[src/rtl/lsh_pkg.sv]
// rtl/lsh_pkg.sv - shared widths, types and FSM states for the LSH ROM fetch path
package lsh_pkg;

  localparam int ADDR_W        = 24;
  localparam int DATA_W        = 88;
  localparam int LSH_ROM_DEPTH = 9622800;

  typedef logic [ADDR_W-1:0] lsh_addr_t;
  typedef logic [DATA_W-1:0] lsh_word_t;

  typedef enum logic [1:0] {
    IDLE  = 2'd0,
    FETCH = 2'd1,
    DRAIN = 2'd2
  } lsh_fetch_state_e;

endpackage

[src/rtl/lsh_skid_fifo.sv]
// rtl/lsh_skid_fifo.sv - 2-entry {data, last} skid FIFO; the head entry is a plain register
module lsh_skid_fifo #(
  parameter int WIDTH = 88
) (
  input  logic             clock,
  input  logic             reset,
  input  logic             push,
  input  logic [WIDTH-1:0] push_data,
  input  logic             push_last,
  input  logic             pop,
  output logic [WIDTH-1:0] head_data,
  output logic             head_last,
  output logic             full,
  output logic             empty,
  output logic [1:0]       occupancy
);

  logic [WIDTH-1:0] tail_data;
  logic             tail_last;
  logic [1:0]       cnt;

  assign full      = (cnt == 2'd2);
  assign empty     = (cnt == 2'd0);
  assign occupancy = cnt;

  // Entries shift toward the head so the output side never goes through a read mux.
  always_ff @(posedge clock) begin
    if (reset) begin
      cnt       <= 2'd0;
      head_data <= '0;
      head_last <= 1'b0;
      tail_data <= '0;
      tail_last <= 1'b0;
    end else begin
      case ({push, pop})
        2'b10: begin
          if (cnt == 2'd0) begin
            head_data <= push_data;
            head_last <= push_last;
            cnt       <= 2'd1;
          end else if (cnt == 2'd1) begin
            tail_data <= push_data;
            tail_last <= push_last;
            cnt       <= 2'd2;
          end
        end
        2'b01: begin
          if (cnt != 2'd0) begin
            head_data <= tail_data;
            head_last <= tail_last;
            tail_last <= 1'b0;
            cnt       <= cnt - 2'd1;
          end
        end
        2'b11: begin
          if (cnt == 2'd2) begin
            head_data <= tail_data;
            head_last <= tail_last;
            tail_data <= push_data;
            tail_last <= push_last;
          end else begin
            head_data <= push_data;
            head_last <= push_last;
            cnt       <= 2'd1;
          end
        end
        default: ;
      endcase
    end
  end

endmodule

[src/rtl/lsh_rom_fetch_ctrl.sv]
// rtl/lsh_rom_fetch_ctrl.sv - LSH ROM range fetch sequencer with skid-buffered output stream
// Optional: LSH_FETCH_PERF_EN adds the perf_stall_cycles counter output.
module lsh_rom_fetch_ctrl #(
  parameter int ADDR_W    = lsh_pkg::ADDR_W,
  parameter int DATA_W    = lsh_pkg::DATA_W,
  parameter int ROM_DEPTH = lsh_pkg::LSH_ROM_DEPTH
) (
  input  logic              clock,
  input  logic              reset,
  input  logic              cmd_valid,
  output logic              cmd_ready,
  input  logic [ADDR_W-1:0] cmd_base,
  input  logic [ADDR_W-1:0] cmd_len,
  output logic              rom_me,
  output logic [ADDR_W-1:0] rom_addr,
  input  logic [DATA_W-1:0] rom_q,
  output logic              out_valid,
  input  logic              out_ready,
  output logic [DATA_W-1:0] out_data,
  output logic              out_last,
  output logic              busy,
  output logic              done,
  output logic              err
`ifdef LSH_FETCH_PERF_EN
  ,
  output logic [31:0]       perf_stall_cycles
`endif
);

  import lsh_pkg::*;

  localparam logic [ADDR_W:0] DEPTH_X = (ADDR_W+1)'(ROM_DEPTH);

  lsh_fetch_state_e state, state_nx;

  logic [ADDR_W-1:0] cur;
  logic [ADDR_W-1:0] rem;
  logic              inflight;
  logic              inflight_last;
  logic              done_q;
  logic              err_q;

  logic              accept;
  logic [ADDR_W:0]   cmd_end;
  logic              range_bad;
  logic              len_zero;
  logic              pop;
  logic              issue;
  logic              credit_ok;
  logic              drained;
  logic              last_issue;
  logic [2:0]        credit_use;
  logic [1:0]        occ;
  logic              fifo_full;
  logic              fifo_empty;

  assign accept     = cmd_valid && cmd_ready;
  assign cmd_end    = {1'b0, cmd_base} + {1'b0, cmd_len};
  assign range_bad  = (cmd_end > DEPTH_X);
  assign len_zero   = (cmd_len == '0);
  assign pop        = out_valid && out_ready;
  assign out_valid  = !fifo_empty;

  // Slots held = buffered words + the read in flight; a same-cycle pop frees one.
  assign credit_use = {1'b0, occ} + {2'b00, inflight} - {2'b00, pop};
  assign credit_ok  = fifo_full ? (pop && !inflight) : (credit_use < 3'd2);
  assign issue      = !reset && (state == FETCH) && (rem != '0) && credit_ok;
  assign last_issue = issue && (rem == ADDR_W'(1));
  assign drained    = !inflight && fifo_empty;

  always_ff @(posedge clock) begin
    if (reset) state <= IDLE;
    else       state <= state_nx;
  end

  always_comb begin
    state_nx = state;
    case (state)
      IDLE:    if (accept && !range_bad && !len_zero) state_nx = FETCH;
      FETCH:   if (last_issue) state_nx = DRAIN;
      DRAIN:   if (drained) state_nx = IDLE;
      default: state_nx = IDLE;
    endcase
  end

  always_comb begin
    cmd_ready = 1'b0;
    busy      = 1'b1;
    rom_me    = issue;
    rom_addr  = issue ? cur : '0;
    done      = done_q;
    case (state)
      IDLE: begin
        cmd_ready = !reset;
        busy      = 1'b0;
      end
      DRAIN:   done = drained && !reset;
      default: ;
    endcase
  end

  assign err = err_q;

  always_ff @(posedge clock) begin
    if (reset) begin
      cur           <= '0;
      rem           <= '0;
      inflight      <= 1'b0;
      inflight_last <= 1'b0;
      done_q        <= 1'b0;
      err_q         <= 1'b0;
    end else begin
      inflight      <= issue;
      inflight_last <= last_issue;
      done_q        <= accept && !range_bad && len_zero;
      err_q         <= accept && range_bad;
      if (accept) begin
        cur <= cmd_base;
        rem <= cmd_len;
      end else if (issue) begin
        cur <= cur + ADDR_W'(1);
        rem <= rem - ADDR_W'(1);
      end
    end
  end

  lsh_skid_fifo #(
    .WIDTH (DATA_W)
  ) u_skid (
    .clock     (clock),
    .reset     (reset),
    .push      (inflight),
    .push_data (rom_q),
    .push_last (inflight_last),
    .pop       (pop),
    .head_data (out_data),
    .head_last (out_last),
    .full      (fifo_full),
    .empty     (fifo_empty),
    .occupancy (occ)
  );

`ifdef LSH_FETCH_PERF_EN
  always_ff @(posedge clock) begin
    if (reset || accept) begin
      perf_stall_cycles <= '0;
    end else if (out_valid && !out_ready && (perf_stall_cycles != 32'hFFFF_FFFF)) begin
      perf_stall_cycles <= perf_stall_cycles + 32'd1;
    end
  end
`endif

endmodule

[config.mk]
export PLATFORM = sky130hd
export DESIGN_NAME = lsh_rom_fetch_ctrl
export DESIGN_NICKNAME = d
export VERILOG_FILES = /design/src/rtl/lsh_pkg.sv /design/src/rtl/lsh_skid_fifo.sv /design/src/rtl/lsh_rom_fetch_ctrl.sv
export SDC_FILE = /design/constraint.sdc
export NUM_CORES = 1
export LEC_CHECK = 0
export CORE_MARGIN = 5
export CORE_UTILIZATION = 30
export CTS_CLUSTER_DIAMETER = 120
export CTS_CLUSTER_SIZE = 20
export DETAILED_ROUTE_END_ITERATION = 16
export MAX_ROUTING_LAYER = met4
export PLACE_DENSITY_LB_ADDON = 0.08
export SETUP_SLACK_MARGIN = 0.4
export SLEW_MARGIN = 20
export SYNTH_ARGS = -nofsm -noshare
export SYNTH_HDL_FRONTEND = slang
export SYNTH_SLANG_ARGS = --single-unit
[constraint.sdc]
create_clock -name clock -period 11.5 [get_ports clock]
set_clock_uncertainty 0.05 [all_clocks]
set_input_delay 2.875 -clock clock [delete_from_list [all_inputs] [get_ports clock]]
set_output_delay 2.875 -clock clock [all_outputs]
set_load 0.01 [all_outputs]
==> results of run 1 <==
kinds of logic (layout without fill, tap and decap cells):
group	Yosys count	count (layout)	synth area share [%]
AOI/OAI and AO/OA	373	373	21.2
DFF	234	234	41.8
xor gates and xnor gates	35	35	2.74
buffers and inverters	122	304	4.29
and+or+nand+nor	643	643	26.1
adders and majority gates	33	33	3.82
per-layer routing:
metal | global-route usage, % | wire (um)
met4 | 2.43 | 459
met3 | 2.21 | 1760
met5 | - | 0
met2 | 28.7 | 18000
met1 | 26.5 | 19000
final cells by class:
class                   count  area (sq um)  share of cell area [%]
clock buffers              16           379                    2.62
repair buffers            268          2660                    18.4
clock inverters             2          16.3                   0.113
well taps                 468           586                    4.05
multi-input cells        1084          6060                    41.9
inverters                  18          67.6                   0.467
flip-flops and latches    234          4680                    32.4
flip-flops by register name, indices dropped and copies added (netlist names), 2 cells and up:
signal            count
u_skid.head_data     88
u_skid.tail_data     88
cur                  24
rem                  24
state                 2
u_skid.occupancy      2
cells in the final DEF (no fill, tap or decap), types with 4 or more instances in the layout:
cell	count
and2_1	28
clkdlybuf4s50_1	257
o211ai_1	7
nor2b_1	5
a21o_1	12
ha_1	31
nor4_1	18
dfxtp_1	234
inv_1	17
buf_4	10
xnor2_1	13
o22ai_1	92
a221oi_1	10
and3_1	4
nand3_1	14
a211oi_1	21
o21a_1	7
nand2b_1	10
or4_1	5
nand4_1	17
nand2_1	235
xor2_1	22
a31oi_1	6
clkbuf_16	15
nor3_1	109
a222oi_1	4
nor3b_1	4
o21ai_0	35
or3_1	7
a22oi_1	5
a21oi_1	136
nor2_1	166
worst max-delay path: stages:
cell,delay [ps]
clkdlybuf4s50_1,570
nor2b_1,420
ha_1,310
nand2b_1,150
fa_1,390
xnor2_1,130
and2_0,170
o221ai_2,110
inv_2,570
and2_1,240
clkdlybuf4s50_1,540
metrics by stage:
stage / hold WS (ps) / setup slack (ps)
2_1_floorplan: 386 / 3510
3_3_place_gp: 393 / 2130
3_5_place_dp: 398 / 2100
4_1_cts: 411 / 2070
5_1_grt: 429 / 1810
6_report: 408 / 2080
how the worst min path moves through the flow:
stage,startpoint,to,slack (ps),depth (start not counted)
detailed placement,u_skid.tail_data[41],u_skid.tail_data[41],400,2
finish,u_skid.tail_data[52],u_skid.tail_data[52],410,2
CTS,u_skid.tail_data[41],u_skid.tail_data[41],410,2
global route,u_skid.tail_data[87],u_skid.tail_data[87],430,2
global placement,u_skid.tail_data[34],u_skid.tail_data[34],390,2
floorplan,u_skid.tail_data[0],u_skid.tail_data[0],390,2
power groups by stage:
| stage | logic [mW] | clock network [mW] | registers, mW |
|---|---|---|---|
| after floorplan | 0.541 | 0 | 1.10 |
| after global placement | 1.07 | 0 | 1.06 |
| after detailed placement | 1.07 | 0 | 1.06 |
| after CTS | 1.08 | 0.553 | 1.05 |
| after global routing | 1.17 | 0.576 | 1.07 |
| final | 1.07 | 0.528 | 1.05 |
==> results.md, run 1 <==
* Die X at 203 um
* R2R depth at 14
* Flop pwr share at 39.6%
* Root Driver: clkbuf_16
* Pleak at 4.92 nW
* Largest net degree at the start of global routing at 89
* Vias/cell at 5.28
* Switching power at 0.966 mW
* H-tree Lvls at 1
* Cts hold-fix bufs at 0
* Initial Utilization at 30.5%
* Relative slew slack at 26.9%
* FF-to-FF Start: u_skid.occupancy[1]
* CTS resizes at 0
* Reg clk slew, reported paths at 80 ps
* Number of port buffers at 258
* Highest Clock Rate at 0.106 GHz
* Unrepaired setup endpoints after global routing: no
* TritonCTS buffer count at 15
* Pint at 1.68 mW
* Tot GR Track Use at 18.4%
* Synthesized Nets at 1,613
* Status: complete, no violations
* Placed insts at 2,072
* First-pass GRT wire length at 60,900 um
* CORE AREA at 0.0367 sq mm
* Fin crit period at 9420 ps
* Area Overhead vs Synth at 29.1%
* Switching Fraction at 36.6%
* Design area at 0.0145 sq mm
* Util after Layout at 39.4%
* Yosys warnings at 0
* Most instantiated cells after synthesis: nand2_1, dfxtp_1, nor2_1, a21oi_1, nor3_1
* Overall Power at 2.64 mW
* Critical path class: in -> out
* Final Setup Violations at 0
* Final period utilization at 81.9%
* Crit Path Max Fanout at 44
* Syn Std Cell Area at 0.0112 sq mm
* Reg2reg end: cur[15]
* Worst Max-Slew Pin Slew at 1100 ps
* Share of async-settable or async-resettable flops after synthesis at 0%
* First-pass iteration count of the detailed router at 5
* Crit path to: rom_addr[23]
* Num rows at 70
* Worst Hold Class: reg -> reg
* Final Hold Fails at 0
* Cell with the most instances after synthesis: nand2_1
* Ant diodes at 0
* Post-synth EDFFs at 0
* Fin. max-slew vios at 0
* Max VDD drop at 0.0902 mV
* Max Cap Viol at 0
* GPL Wtd Cong at 0.870
* DRC viols at 0
* Layout cells sized above 1 at 3.27%
* Logic pwr share at 40.4%
* Gr ovfl total at 0
* Final wirelength at 39,200 um
* Die Ht at 203 um
* Via count at 11.0k
* Cell variety after synth at 72
* CP required at 8580 ps
* Fillers at 3,794
* Layout Nets at 1,794
* Flops & latches, synth at 234
* CP startpoint kind: input pin
* Setup Fix Bufs, Post-CTS at 0
* Post-synth top flop: dfxtp_1
* Syn avg cell area at 7.77 sq um
* R2R Setup Slk at 7200 ps
* Post-Syn Instances at 1,440
* Startpoint of the worst setup timing path: out_ready
* Clk pwr share at 20.0%
* Register area share after synthesis at 41.8%
* Pwr dens at 183 mW/mm^2
* Number of I/O pins at 259
* Vias in the first global route at 10.3k
* CTS tree: built
* Arr. time, crit path at 6500 ps
* Antenna Nets Post-Route at 0
* Cell Count, Final, Fillers Out at 2,090
* Initial antenna violation count at 0
* Max clock buf depth at 3
* Post-synth top area share at 41.8%
* Setup TNS Final at 0 ps
* Post-DR wirelength/cell at 18.8 um
* Placed instance area at 0.0141 sq mm
* Critical Path Sink Type: primary output
* Area contributors post-synth: dfxtp_1, nand2_1, a21oi_1
* Starting DRT DRC Count at 694
* Dpl hpwl at 26,800 um
* Die ar. at 0.0413 sq mm
* TritonCTS sink count at 234
* Clock Latency Late Sink at 500 ps
* Largest area contributor in the netlist: dfxtp_1
No activity file was read; power rests on OpenSTA's default activity.
==> run 2, diff against run 1 <==
clock period = 9.4 ns   (was 11.5 ns; I/O delays follow)
==> run 2 against run 1 <==
Non-clock buffer count increased by 2. Via count hardly changed. Routed wire length decreased by 0.31%. Clock power is 33% higher. Power up 25%. Worst hold slack gained 0.99 ps. Critical path type unchanged. Largest cell class unchanged.
==> results.md, run 2 (synthesized netlist as in run 1, its figures left out) <==
* Commonest non-fill, non-tap cell in the layout: clkdlybuf4s50_1
* Die X at 203 um
* Fin crit period at 8150 ps
* Cell Count, Final, Fillers Out at 2,093
* Pint at 2.09 mW
* Util after Layout at 39.6%
* Placed instance area at 0.0141 sq mm
* CP required at 7000 ps
* Top flop regs: u_skid.head_data: 88 flops, u_skid.tail_data: 88 flops
* Via count at 11.1k
* Setup Fix Bufs, Post-CTS at 0
* Largest net degree at the start of global routing at 87
* Cts hold-fix bufs at 0
* Tot GR Track Use at 18.5%
* Post-DR wirelength/cell at 18.7 um
* Design area at 0.0145 sq mm
* Max clock buf depth at 3
* CTS resizes at 0
* H-tree Lvls at 1
* Initial antenna violation count at 0
* Area Overhead vs Synth at 29.7%
* Critical Path Sink Type: primary output
* Clock Latency Late Sink at 500 ps
* Gr ovfl total at 0
* Unrepaired setup endpoints after global routing: no
* Pwr dens at 226 mW/mm^2
* Max Cap Viol at 0
* Switching Fraction at 36.5%
* Max VDD drop at 0.112 mV
* Layout Nets at 1,797
* Die ar. at 0.0413 sq mm
* Final wirelength at 39,100 um
* Fillers at 3,791
* Worst Hold Class: reg -> reg
* Status: complete, no violations
* Overall Power at 3.29 mW
* Ant diodes at 0
* Vias in the first global route at 10.7k
* Hold WS at 409 ps
* Crit Path Max Fanout at 27
* Critical path class: in -> out
* Relative slew slack at 38.1%
* Commonest non-fill, non-tap cells in the layout: clkdlybuf4s50_1, nand2_1, dfxtp_1, nor2_1, a21oi_1
* TritonCTS buffer count at 16
* Highest Clock Rate at 0.123 GHz
* CORE AREA at 0.0367 sq mm
* Setup WS pre-CTS at 1240 ps
* Antenna Nets Post-Route at 0
* Dpl hpwl at 26,900 um
* Root Driver: clkbuf_16
* GPL Wtd Cong at 0.874
* First-pass GRT wire length at 61,500 um
* TritonCTS sink count at 234
* Setup TNS Final at 0 ps
* Layout cells sized above 1 at 3.51%
* Pleak at 4.96 nW
* Initial Utilization at 30.5%
* Vias/cell at 5.28
* First-pass iteration count of the detailed router at 5
* Fin. max-slew vios at 0
* Final period utilization at 86.7%
* Final Setup Violations at 0
* Flop pwr share at 38.9%
* Setup slack after layout at 1250 ps
* Starting DRT DRC Count at 745
* Switching power at 1.20 mW
* Worst Max-Slew Pin Slew at 929 ps
* Clk pwr share at 21.4%
* Placed insts at 2,074
* Logic pwr share at 39.8%
* Die Ht at 203 um
* DRC viols at 0
* CTS tree: built
* Arr. time, crit path at 5750 ps
* Final Hold Fails at 0
* Reg clk slew, reported paths at 80 ps
* Number of I/O pins at 259
* Num rows at 70
* CP startpoint kind: input pin
* Number of port buffers at 258
==> run 2: changes by cell type in the layout (fill, tap and decap cells not counted) <==
cell        change
inv_12          +1
inv_8           +1
clkinvlp_4      -1
inv_6           -1
clkbuf_16       +2
buf_4           +2
clkbuf_1        -1
==> run 2: cell type report <==
type                    count  area (sq um)  share of cell area (%)
clock buffers              17           425                    2.93
clock inverters             2          27.5                   0.190
inverters                  18          67.6                   0.465
multi-input cells        1084          6060                    41.7
flip-flops and latches    234          4680                    32.3
well taps                 468           586                    4.03
repair buffers            270          2670                    18.4
==> run 2: path summary, 6_finish.rpt <==
path                              from              endpoint  slack (ps)  depth (start not counted)
setup / recovery             out_ready          rom_addr[16]        1250                         11
hold / removal    u_skid.tail_data[14]  u_skid.tail_data[14]         410                          2
setup reg to reg   u_skid.occupancy[1]               rem[12]        5070                         14
hold reg to reg   u_skid.tail_data[14]  u_skid.tail_data[14]         410                          2
==> run 2: power groups by stage <==
stage / logic, mW / registers, mW / clock network (mW)
finish: 1.31 / 1.28 / 0.702
global route: 1.44 / 1.30 / 0.769
CTS: 1.32 / 1.28 / 0.734
detailed placement: 1.32 / 1.30 / 0
global placement: 1.31 / 1.30 / 0
floorplan: 0.661 / 1.35 / 0
==> run 2: metal layers <==
layer	GRT usage [%]	up-vias	part of all wire (%)
li1	-	5492	-
met5	-	-	0
met1	26.4	5232	48
met3	2.54	40	5.1
met4	3.49	0	1.7
met2	28.3	287	45
==> run 2: worst max-delay path: stages <==
cell             delay [ps]
clkdlybuf4s50_1         570
nor2b_1                 410
ha_1                    310
nand2b_1                160
fa_1                    400
xnor2_1                 130
and2_0                  170
o221ai_2                120
inv_2                   370
and2_1                  210
clkdlybuf4s50_1         540
==> run 3, diff against run 2 <==
CORE_MARGIN = default   (was 5)
==> run 3 against run 2 <==
Sequential power is essentially flat. Critical endpoint is now rom_addr[19]. Core utilization fell by 0.12 points. Largest cell class unchanged. Largest power group unchanged. Critical path type unchanged. First-iteration DRC count down 3.8%. Register-to-register slack got worse by 100 ps. Sequential share of layout area increased by 0.10 points. Global-route usage grew 2.1 points.
==> results.md, run 3 (synthesized netlist as in run 1, its figures left out) <==
* FF-to-FF Start: u_skid.occupancy[1]
* Hold_sp: u_skid.tail_data[20]
* Pleak at 4.94 nW
* Area Overhead vs Synth at 29.3%
* Vias in the first global route at 10.7k
* Post-DR wirelength/cell at 18.6 um
* Fin. max-slew vios at 0
* Tot GR Track Use at 20.6%
* Placed insts at 2,074
* CTS resizes at 0
* Hold Crit Endpoint: u_skid.tail_data[20]
* Setup Fix Bufs, Post-CTS at 0
* Highest Clock Rate at 0.120 GHz
* Via count at 11.1k
* Critical Path Sink Type: primary output
* Number of I/O pins at 259
* Antenna Nets Post-Route at 0
* Final Setup Violations at 0
* Final wirelength at 38,900 um
* Cell Count, Final, Fillers Out at 2,093
* Crit Path Max Fanout at 32
* Setup TNS Final at 0 ps
* CTS tree: built
* Reg clk slew, reported paths at 80 ps
* Largest net degree at the start of global routing at 94
* Dpl hpwl at 26,100 um
* Status: complete, no violations
* Fillers at 3,825
* Hold WS at 408 ps
* Max VDD drop at 0.107 mV
* Final Hold Fails at 0
* R2R depth at 14
* Cts hold-fix bufs at 0
* Util after Layout at 39.5%
* Initial Utilization at 30.5%
* Pwr dens at 223 mW/mm^2
* Unrepaired setup endpoints after global routing: no
* Max clock buf depth at 3
* Worst Max-Slew Pin Slew at 1090 ps
* Fin crit period at 8350 ps
* H-tree Lvls at 1
* CORE AREA at 0.0367 sq mm
* Commonest non-fill, non-tap cell in the layout: clkdlybuf4s50_1
* Vias/cell at 5.30
* Die ar. at 0.0381 sq mm
* Initial antenna violation count at 1
* Critical path class: in -> out
* Final period utilization at 88.8%
* Layout cells sized above 1 at 3.45%
* TritonCTS sink count at 234
* Number of port buffers at 258
* Hold depth at 2
* Max Cap Viol at 0
* Top flop regs: u_skid.head_data: 88 flops, u_skid.tail_data: 88 flops
* Worst Hold Class: reg -> reg
* Num rows at 70
* Layout Nets at 1,796
* Setup slack after layout at 1050 ps
* Starting DRT DRC Count at 717
* Reg2reg end: rem[13]
* Relative slew slack at 27.1%
* Root Driver: clkbuf_16
* Clock Latency Late Sink at 500 ps
* Die Ht at 195 um
* Commonest non-fill, non-tap cells in the layout: clkdlybuf4s50_1, nand2_1, dfxtp_1, nor2_1, a21oi_1
* CP required at 7000 ps
* TritonCTS buffer count at 15
* DRC viols at 0
* Gr ovfl total at 0
* First-pass iteration count of the detailed router at 5
* Arr. time, crit path at 5950 ps
* GPL Wtd Cong at 0.882
* Setup WS pre-CTS at 1080 ps
* CP startpoint kind: input pin
* First-pass GRT wire length at 61,400 um
* R2R Setup Slk at 4970 ps
* Die X at 195 um
-- run 3: cell types whose count changed in the layout (fill, tap and decap cells not counted) --
cell / change
clkbuf_16: -2
clkinv_2: +2
diode_2: +1
inv_12: -1
inv_6: +1
inv_8: -1
o221ai_2: -1
o221ai_4: +1
-- run 3: power by group --
part	switching [mW]	internal [mW]
combinational	0.720	0.596
clock	0.354	0.291
sequential	0.109	1.17
-- run 3: worst max-delay path by stage --
stage,from,to,cells past startpoint
5_1_grt,out_ready,rom_addr[19],11
6_report,out_ready,rom_addr[19],11
3_5_place_dp,out_ready,rom_addr[19],11
2_1_floorplan,out_ready,rom_addr[10],11
3_3_place_gp,out_ready,rom_addr[23],11
4_1_cts,out_ready,rom_addr[19],11
-- run 3: cell type report --
class | count | area, sq um | area share (%)
antenna | 1 | 2.50 | 0.0173
clock buffer | 15 | 375 | 2.59
clock inverter | 3 | 18.8 | 0.130
inverter | 18 | 67.6 | 0.467
multi-input combinational | 1084 | 6070 | 41.9
sequential | 234 | 4680 | 32.4
tap | 468 | 586 | 4.04
timing repair buffer | 270 | 2670 | 18.5
-- run 3: through the flow --
step                cell area, sq um  power (mW)
floorplan                      11200        2.01
global placement               14100        2.61
detailed placement             14100        2.62
CTS                            14500        3.29
global route                   14500        3.46
finish                         14500        3.23
-- run 3: worst max-delay path, stage by stage --
cell	delay, ps
clkdlybuf4s50_1	590
nor2b_1	410
ha_1	310
nand2b_1	150
fa_1	390
xnor2_1	130
and2_0	210
o221ai_4	180
inv_2	450
and2_1	220
clkdlybuf4s50_1	540
-- run 3: routing by layer --
| layer | vias to the layer above | GRT usage (%) | part of all wire [%] |
|---|---|---|---|
| li1 | 5477 | - | - |
| met1 | 5291 | 28.5 | 48 |
| met2 | 291 | 31.7 | 45 |
| met3 | 44 | 2.28 | 4.8 |
| met4 | 0 | 5.40 | 2.4 |
| met5 | - | - | 0 |
